**src/rtl/cl_axi_bar1_regs.sv**
```systemverilog
// rtl/cl_axi_bar1_regs.sv - AXI-4 slave bank of 64-bit control/status registers for BAR1
module cl_axi_bar1_regs #(
    parameter int unsigned NUM_REGS = 16,
    parameter logic [63:0] VERSION  = 64'h0000_0001_0000_0000
) (
    input  logic        clk_main_a0,
    input  logic        rst_main_n,

    input  logic [3:0]  s_axi_awid,
    input  logic [31:0] s_axi_awaddr,
    input  logic [7:0]  s_axi_awlen,
    input  logic [2:0]  s_axi_awsize,
    input  logic [1:0]  s_axi_awburst,
    input  logic        s_axi_awvalid,
    output logic        s_axi_awready,

    input  logic [63:0] s_axi_wdata,
    input  logic [7:0]  s_axi_wstrb,
    input  logic        s_axi_wlast,
    input  logic        s_axi_wvalid,
    output logic        s_axi_wready,

    output logic [3:0]  s_axi_bid,
    output logic [1:0]  s_axi_bresp,
    output logic        s_axi_bvalid,
    input  logic        s_axi_bready,

    input  logic [3:0]  s_axi_arid,
    input  logic [31:0] s_axi_araddr,
    input  logic [7:0]  s_axi_arlen,
    input  logic [2:0]  s_axi_arsize,
    input  logic [1:0]  s_axi_arburst,
    input  logic        s_axi_arvalid,
    output logic        s_axi_arready,

    output logic [3:0]  s_axi_rid,
    output logic [63:0] s_axi_rdata,
    output logic [1:0]  s_axi_rresp,
    output logic        s_axi_rlast,
    output logic        s_axi_rvalid,
    input  logic        s_axi_rready
);

    localparam int unsigned IDX_W = $clog2(NUM_REGS);

    localparam logic [1:0] RESP_OKAY   = 2'b00;
    localparam logic [1:0] RESP_SLVERR = 2'b10;
    localparam logic [1:0] RESP_DECERR = 2'b11;
    localparam logic [1:0] BURST_INCR  = 2'b01;

    localparam logic [1:0] W_IDLE = 2'd0;
    localparam logic [1:0] W_DATA = 2'd1;
    localparam logic [1:0] W_RESP = 2'd2;
    localparam logic [0:0] R_IDLE = 1'b0;
    localparam logic [0:0] R_DATA = 1'b1;

    // Word address carries one spare bit so an INCR burst running off the top of the
    // 32-bit space keeps decoding as out of span instead of wrapping to register 0.
    function automatic logic [1:0] beat_err(input logic [29:0] word, input logic cfg_err,
                                            input logic is_write);
        if ((word >> IDX_W) != 30'd0)
            return RESP_DECERR;
        else if (cfg_err || (is_write && word == 30'd0))
            return RESP_SLVERR;
        else
            return RESP_OKAY;
    endfunction

    logic        rdy_en;
    logic [63:0] regs [NUM_REGS];

    logic [1:0]  w_state;
    logic [3:0]  w_id;
    logic [29:0] w_word;
    logic [7:0]  w_len;
    logic [7:0]  w_beat;
    logic [1:0]  w_burst;
    logic        w_cfg_err;
    logic [1:0]  w_err;
    logic [1:0]  w_beat_err;
    logic        w_fire;

    logic [0:0]  r_state;
    logic [3:0]  r_id;
    logic [29:0] r_word;
    logic [7:0]  r_len;
    logic [7:0]  r_beat;
    logic [1:0]  r_burst;
    logic        r_cfg_err;
    logic [63:0] r_data;
    logic [1:0]  r_resp;

    logic [29:0] r_next_word;
    logic        r_next_cfg;
    logic [1:0]  r_next_err;
    logic [63:0] r_next_data;

    logic unused_ok;
    assign unused_ok = &{1'b0, s_axi_awaddr[2:0], s_axi_araddr[2:0]};

    always_ff @(posedge clk_main_a0 or negedge rst_main_n) begin
        if (!rst_main_n)
            rdy_en <= 1'b0;
        else
            rdy_en <= 1'b1;
    end

    assign s_axi_awready = rdy_en && (w_state == W_IDLE);
    assign s_axi_wready  = (w_state == W_DATA);
    assign s_axi_bvalid  = (w_state == W_RESP);
    assign s_axi_bid     = w_id;
    assign s_axi_bresp   = w_err;

    assign w_fire     = (w_state == W_DATA) && s_axi_wvalid;
    assign w_beat_err = beat_err(w_word, w_cfg_err, 1'b1);

    always_ff @(posedge clk_main_a0 or negedge rst_main_n) begin
        if (!rst_main_n) begin
            w_state   <= W_IDLE;
            w_id      <= 4'd0;
            w_word    <= 30'd0;
            w_len     <= 8'd0;
            w_beat    <= 8'd0;
            w_burst   <= 2'b00;
            w_cfg_err <= 1'b0;
            w_err     <= RESP_OKAY;
        end else begin
            case (w_state)
                W_IDLE: begin
                    if (s_axi_awvalid && s_axi_awready) begin
                        w_state   <= W_DATA;
                        w_id      <= s_axi_awid;
                        w_word    <= {1'b0, s_axi_awaddr[31:3]};
                        w_len     <= s_axi_awlen;
                        w_beat    <= 8'd0;
                        w_burst   <= s_axi_awburst;
                        w_cfg_err <= (s_axi_awsize > 3'd3) || s_axi_awburst[1];
                        w_err     <= RESP_OKAY;
                    end
                end
                W_DATA: begin
                    if (s_axi_wvalid) begin
                        if (w_beat_err > w_err)
                            w_err <= w_beat_err;
                        // An early wlast is legal and simply closes the burst.
                        if (s_axi_wlast || w_beat == w_len) begin
                            w_state <= W_RESP;
                        end else begin
                            w_beat <= w_beat + 8'd1;
                            if (w_burst == BURST_INCR)
                                w_word <= w_word + 30'd1;
                        end
                    end
                end
                W_RESP: begin
                    if (s_axi_bready)
                        w_state <= W_IDLE;
                end
                default: w_state <= W_IDLE;
            endcase
        end
    end

    always_ff @(posedge clk_main_a0 or negedge rst_main_n) begin
        if (!rst_main_n) begin
            for (int i = 0; i < int'(NUM_REGS); i++)
                regs[i] <= 64'd0;
        end else if (w_fire && w_beat_err == RESP_OKAY) begin
            for (int b = 0; b < 8; b++)
                if (s_axi_wstrb[b])
                    regs[w_word[IDX_W-1:0]][8*b +: 8] <= s_axi_wdata[8*b +: 8];
        end
    end

    // The next read beat is decoded from the current register contents, so a write
    // landing on the same edge is seen only by beats loaded afterwards.
    always_comb begin
        r_next_word = r_word;
        r_next_cfg  = r_cfg_err;
        if (r_state == R_IDLE) begin
            r_next_word = {1'b0, s_axi_araddr[31:3]};
            r_next_cfg  = (s_axi_arsize > 3'd3) || s_axi_arburst[1];
        end else if (r_burst == BURST_INCR) begin
            r_next_word = r_word + 30'd1;
        end
        r_next_err  = beat_err(r_next_word, r_next_cfg, 1'b0);
        r_next_data = 64'd0;
        if (r_next_err == RESP_OKAY)
            r_next_data = (r_next_word == 30'd0) ? VERSION : regs[r_next_word[IDX_W-1:0]];
    end

    assign s_axi_arready = rdy_en && (r_state == R_IDLE);
    assign s_axi_rvalid  = (r_state == R_DATA);
    assign s_axi_rlast   = (r_state == R_DATA) && (r_beat == r_len);
    assign s_axi_rid     = r_id;
    assign s_axi_rdata   = r_data;
    assign s_axi_rresp   = r_resp;

    always_ff @(posedge clk_main_a0 or negedge rst_main_n) begin
        if (!rst_main_n) begin
            r_state   <= R_IDLE;
            r_id      <= 4'd0;
            r_word    <= 30'd0;
            r_len     <= 8'd0;
            r_beat    <= 8'd0;
            r_burst   <= 2'b00;
            r_cfg_err <= 1'b0;
            r_data    <= 64'd0;
            r_resp    <= RESP_OKAY;
        end else begin
            case (r_state)
                R_IDLE: begin
                    if (s_axi_arvalid && s_axi_arready) begin
                        r_state   <= R_DATA;
                        r_id      <= s_axi_arid;
                        r_word    <= r_next_word;
                        r_len     <= s_axi_arlen;
                        r_beat    <= 8'd0;
                        r_burst   <= s_axi_arburst;
                        r_cfg_err <= r_next_cfg;
                        r_data    <= r_next_data;
                        r_resp    <= r_next_err;
                    end
                end
                R_DATA: begin
                    if (s_axi_rready) begin
                        if (r_beat == r_len) begin
                            r_state <= R_IDLE;
                        end else begin
                            r_beat <= r_beat + 8'd1;
                            r_word <= r_next_word;
                            r_data <= r_next_data;
                            r_resp <= r_next_err;
                        end
                    end
                end
                default: r_state <= R_IDLE;
            endcase
        end
    end

endmodule

```
**config.mk**
```make
export PLATFORM = sky130hd
export DESIGN_NAME = cl_axi_bar1_regs
export DESIGN_NICKNAME = d
export VERILOG_FILES = /design/src/rtl/cl_axi_bar1_regs.sv
export SDC_FILE = /design/constraint.sdc
export NUM_CORES = 2
export LEC_CHECK = 0
export CORE_ASPECT_RATIO = 1.2
export CORE_MARGIN = 5
export CORE_UTILIZATION = 65
export DETAILED_ROUTE_END_ITERATION = 6
export PLACE_DENSITY = 0.85
export SETUP_SLACK_MARGIN = 0.05
export SLEW_MARGIN = 30
export SYNTH_ARGS = -nofsm -noshare
export SYNTH_HDL_FRONTEND = slang
export SYNTH_SLANG_ARGS = --single-unit
```
**constraint.sdc**
```tcl
create_clock -name clk_main_a0 -period 10.65 [get_ports clk_main_a0]
set_clock_uncertainty 0.2 [all_clocks]
set_input_delay 1.5975 -clock clk_main_a0 [delete_from_list [all_inputs] [get_ports clk_main_a0]]
set_output_delay 1.5975 -clock clk_main_a0 [all_outputs]
set_load 0.02 [all_outputs]
```
==> impl_metrics.env <==
export IMPL_outcome="complete, no violations"
export IMPL_syn2layout_area_growth_pct=12.6
export IMPL_ios=260
export IMPL_p_int_mw=8.56
export IMPL_cp_data_arrival_time_ns=5.55
export IMPL_synth_cell_types=71
export IMPL_clock_sinks=1195
export IMPL_routabilityCongestion=0.879
export IMPL_syn_nets=5207
export IMPL_postCtsHoldBufs=0
export IMPL_fmax_mhz=193
export IMPL_yosysTopAreaCell="dfrtp_1"
export IMPL_setup_viol=0
export IMPL_die_area_um2=90900
export IMPL_ys_ff_latch=1195
export IMPL_wire_per_inst_um=23.8
export IMPL_fp_row_count=117
export IMPL_antenna_found_initial=15
export IMPL_min_period_over_period=0.486
export IMPL_relSlewSlack=0.264
export IMPL_ir_drop_v=0.000373
export IMPL_cts_tree="yes"
export IMPL_drive_above_1_share=0.245
export IMPL_grt_first_pass_wirelength_um=236000
export IMPL_hpwlAfterDp_um=86700
export IMPL_grt_use_total=0.323
export IMPL_grt_overflow=0
export IMPL_tns_ns=0
export IMPL_power_frac_comb=0.365
export IMPL_die_w_um=276
export IMPL_yosysSeqAreaShare=0.542
export IMPL_postRouteAntennaNets=0
export IMPL_period_minus_slack_ns=5.18
export IMPL_synth_edf_count=0
export IMPL_synth_flop_cell="dfrtp_1"
export IMPL_die_h_um=329
export IMPL_synthTopCellsByCount="dfrtp_1 (1195), nand2_1 (1114), mux2_2 (975), clkbuf_1 (368), nand3_1 (276)"
export IMPL_clock_path_buffers=3
export IMPL_crit_required_ns=11.02
export IMPL_p_per_area_nw_per_um2=233
export IMPL_syn_area_um2=55200
export IMPL_synth_most_common_cell="dfrtp_1"
export IMPL_drt_iter0_drc=4668
export IMPL_cts_buffers=113
export IMPL_criticalPathCategory="in -> reg"
export IMPL_swShare=0.408
export IMPL_grt_max_degree=176
export IMPL_grt_pass1_vias=42200
export IMPL_post_cts_setup_buffer_count=0
export IMPL_place_ws_ns=4.92
export IMPL_start_kind="input port"
export IMPL_seqCellArea_um2=29900
export IMPL_route_detailed_drc=0
export IMPL_coreArea_um2=84600
export IMPL_hold_path_class="reg -> reg"
export IMPL_cap_viol_max_count=0
export IMPL_nets=5211
export IMPL_fill_cells=5583
export IMPL_wl_um=149000
export IMPL_synth_top_area_frac=0.542
export IMPL_clk_pin_slew_ns=0.06
export IMPL_p_sw_mw=5.90
export IMPL_p_clk_frac=0.292
export IMPL_viasPerCell=6.51
export IMPL_synth_area_top_cells="dfrtp_1 (54%), mux2_2 (20%), nand2_1 (7.6%)"
export IMPL_slew_violations=0
export IMPL_yosys_warnings=0
export IMPL_setup_slack_ns=5.47
export IMPL_critPathMaxFanout=67
export IMPL_dr_pass1_iters=6
export IMPL_pwr_share_seq=0.343
export IMPL_clk_root_buffer_cell="clkbuf_16"
export IMPL_netlist_instances=5020
export IMPL_power_leakage_nw=29.1
export IMPL_start_util=0.652
export IMPL_multi_input_area_um2=23800
export IMPL_ys_async_sr_fraction=1.00
export IMPL_end_kind="flop"
export IMPL_postCtsResizedCells=0
export IMPL_clk_latency_ns=0.71
export IMPL_avgSynthCellArea_um2=11.0
export IMPL_worst_slew_pin_slew_ns=1.10
export IMPL_num_vias=40800
export IMPL_io_buffers=249
export IMPL_hold_viol_final=0
export IMPL_h_tree_depth=3
export IMPL_rsz0062_at_grt="no"
power by group through the flow:
| stage | clock (mW) | sequential, mW | combinational, mW |
|---|---|---|---|
| floorplan | 0 | 4.97 | 3.34 |
| global placement | 0 | 5.02 | 5.01 |
| detailed placement | 0 | 5.04 | 5.09 |
| CTS | 4.24 | 4.96 | 5.14 |
| global route | 4.43 | 4.99 | 5.59 |
| finish | 4.22 | 4.96 | 5.28 |
stage by stage:
| stage | std cells | utilization | hold WS (ns) | cell area, µm² | total power, mW |
|---|---|---|---|---|---|
| 3_3_place_gp | 6034 | 0.686 | 0.164 | 58100 | 10.0 |
| 5_1_grt | 6254 | 0.734 | 0.184 | 62100 | 15.0 |
| 6_report | 6261 | 0.734 | 0.177 | 62100 | 14.5 |
| 3_5_place_dp | 6035 | 0.687 | 0.165 | 58100 | 10.1 |
| 2_1_floorplan | 5020 | - | 0.229 | 55200 | 8.31 |
| 4_1_cts | 6245 | 0.733 | 0.180 | 62000 | 14.3 |
placed cells by master (no fill, tap or decap), drive strengths merged, types with 5 or more instances in the layout:
master | synthesis | routed
a21o | 6 | 6
a21oi | 82 | 82
a22o | 58 | 58
a22oi | 5 | 5
a311oi | 62 | 62
a31o | 6 | 6
a31oi | 77 | 77
a32o | 8 | 8
a32oi | 63 | 63
and2 | 24 | 24
and3 | 93 | 93
and4 | 6 | 6
buf | 40 | 49
bufinv | 0 | 11
clkbuf | 368 | 165
clkdlybuf4s50 | 0 | 248
clkinv | 1 | 23
clkinvlp | 0 | 9
dfrtp | 1195 | 1195
diode | 0 | 12
ha | 9 | 9
inv | 18 | 21
mux2 | 975 | 975
mux2i | 62 | 62
nand2 | 1114 | 1114
nand3 | 276 | 276
nand4 | 78 | 78
nor2 | 84 | 84
nor2b | 8 | 8
nor3 | 19 | 19
nor4 | 19 | 19
o21ai | 115 | 115
o22ai | 31 | 31
o31ai | 8 | 8
or3 | 5 | 5
or4 | 9 | 9
xnor2 | 21 | 21
xor2 | 20 | 20
cell families (layout without fill, tap and decap cells):
family	after synthesis	after routing	share of synthesized area
compound gates	555	555	0.0696
xor+xnor	41	41	0.00651
fa+ha+maj	9	9	0.00204
buf+inv	427	526	0.0303
flops	1195	1195	0.542
mux	1037	1037	0.210
other cells	1	13	0.0000679
simple gates	1755	1755	0.140
routing by layer:
layer | vias to the layer above | share of wire | GRT usage
met5 | - | 0.00028 | 0
met4 | 6 | 0.053 | 0.167
met3 | 455 | 0.084 | 0.0757
met2 | 1899 | 0.48 | 0.519
met1 | 20700 | 0.38 | 0.415
li1 | 17700 | - | -
sequential cells by signal (all words and copies together), names as in the netlist, 2 cells and up:
| signal | flops |
|---|---|
| s_axi_bid | 4 |
| regs | 1017 |
| r_len | 8 |
| w_burst | 2 |
| s_axi_rid | 4 |
| w_state | 2 |
| w_beat | 8 |
| r_word | 30 |
| w_len | 8 |
| w_word | 30 |
| s_axi_rdata | 64 |
| s_axi_rresp | 2 |
| s_axi_bresp | 2 |
| r_burst | 2 |
| r_beat | 8 |
path summary, 6_finish.rpt:
| path | end | from | slack, ns | cells after the start |
|---|---|---|---|---|
| max reg2reg | s_axi_rdata[39] | s_axi_rvalid | 5.91 | 10 |
| min in group asynchronous | regs[944] | rst_main_n | 0.63 | 1 |
| min reg2reg | regs[983] | regs[983] | 0.18 | 0 |
| max | s_axi_rdata[39] | s_axi_araddr[4] | 5.47 | 10 |
| max in group asynchronous | s_axi_rdata[12] | rst_main_n | 7.40 | 4 |
| min | regs[983] | regs[983] | 0.18 | 0 |
worst max-delay path, cell delays in order:
cell	delay, ns
clkdlybuf4s50_1	0.45
nor2b_1	0.19
a311o_2	0.41
buf_4	0.34
nor2_4	0.95
buf_4	0.58
nand3_1	0.13
nand4_1	0.11
o21ai_0	0.25
a22o_1	0.32
layout make-up:
| class | instances | share of cell area |
|---|---|---|
| sequential | 1195 | 0.481 |
| multi-input combinational | 3398 | 0.382 |
| clock buffer | 165 | 0.0540 |
| timing repair buffer | 297 | 0.0492 |
| tap | 1130 | 0.0228 |
| clock inverter | 45 | 0.00860 |
| inverter | 19 | 0.00115 |
| antenna | 12 | 0.000483 |
Power figures use the tool's default switching activity.
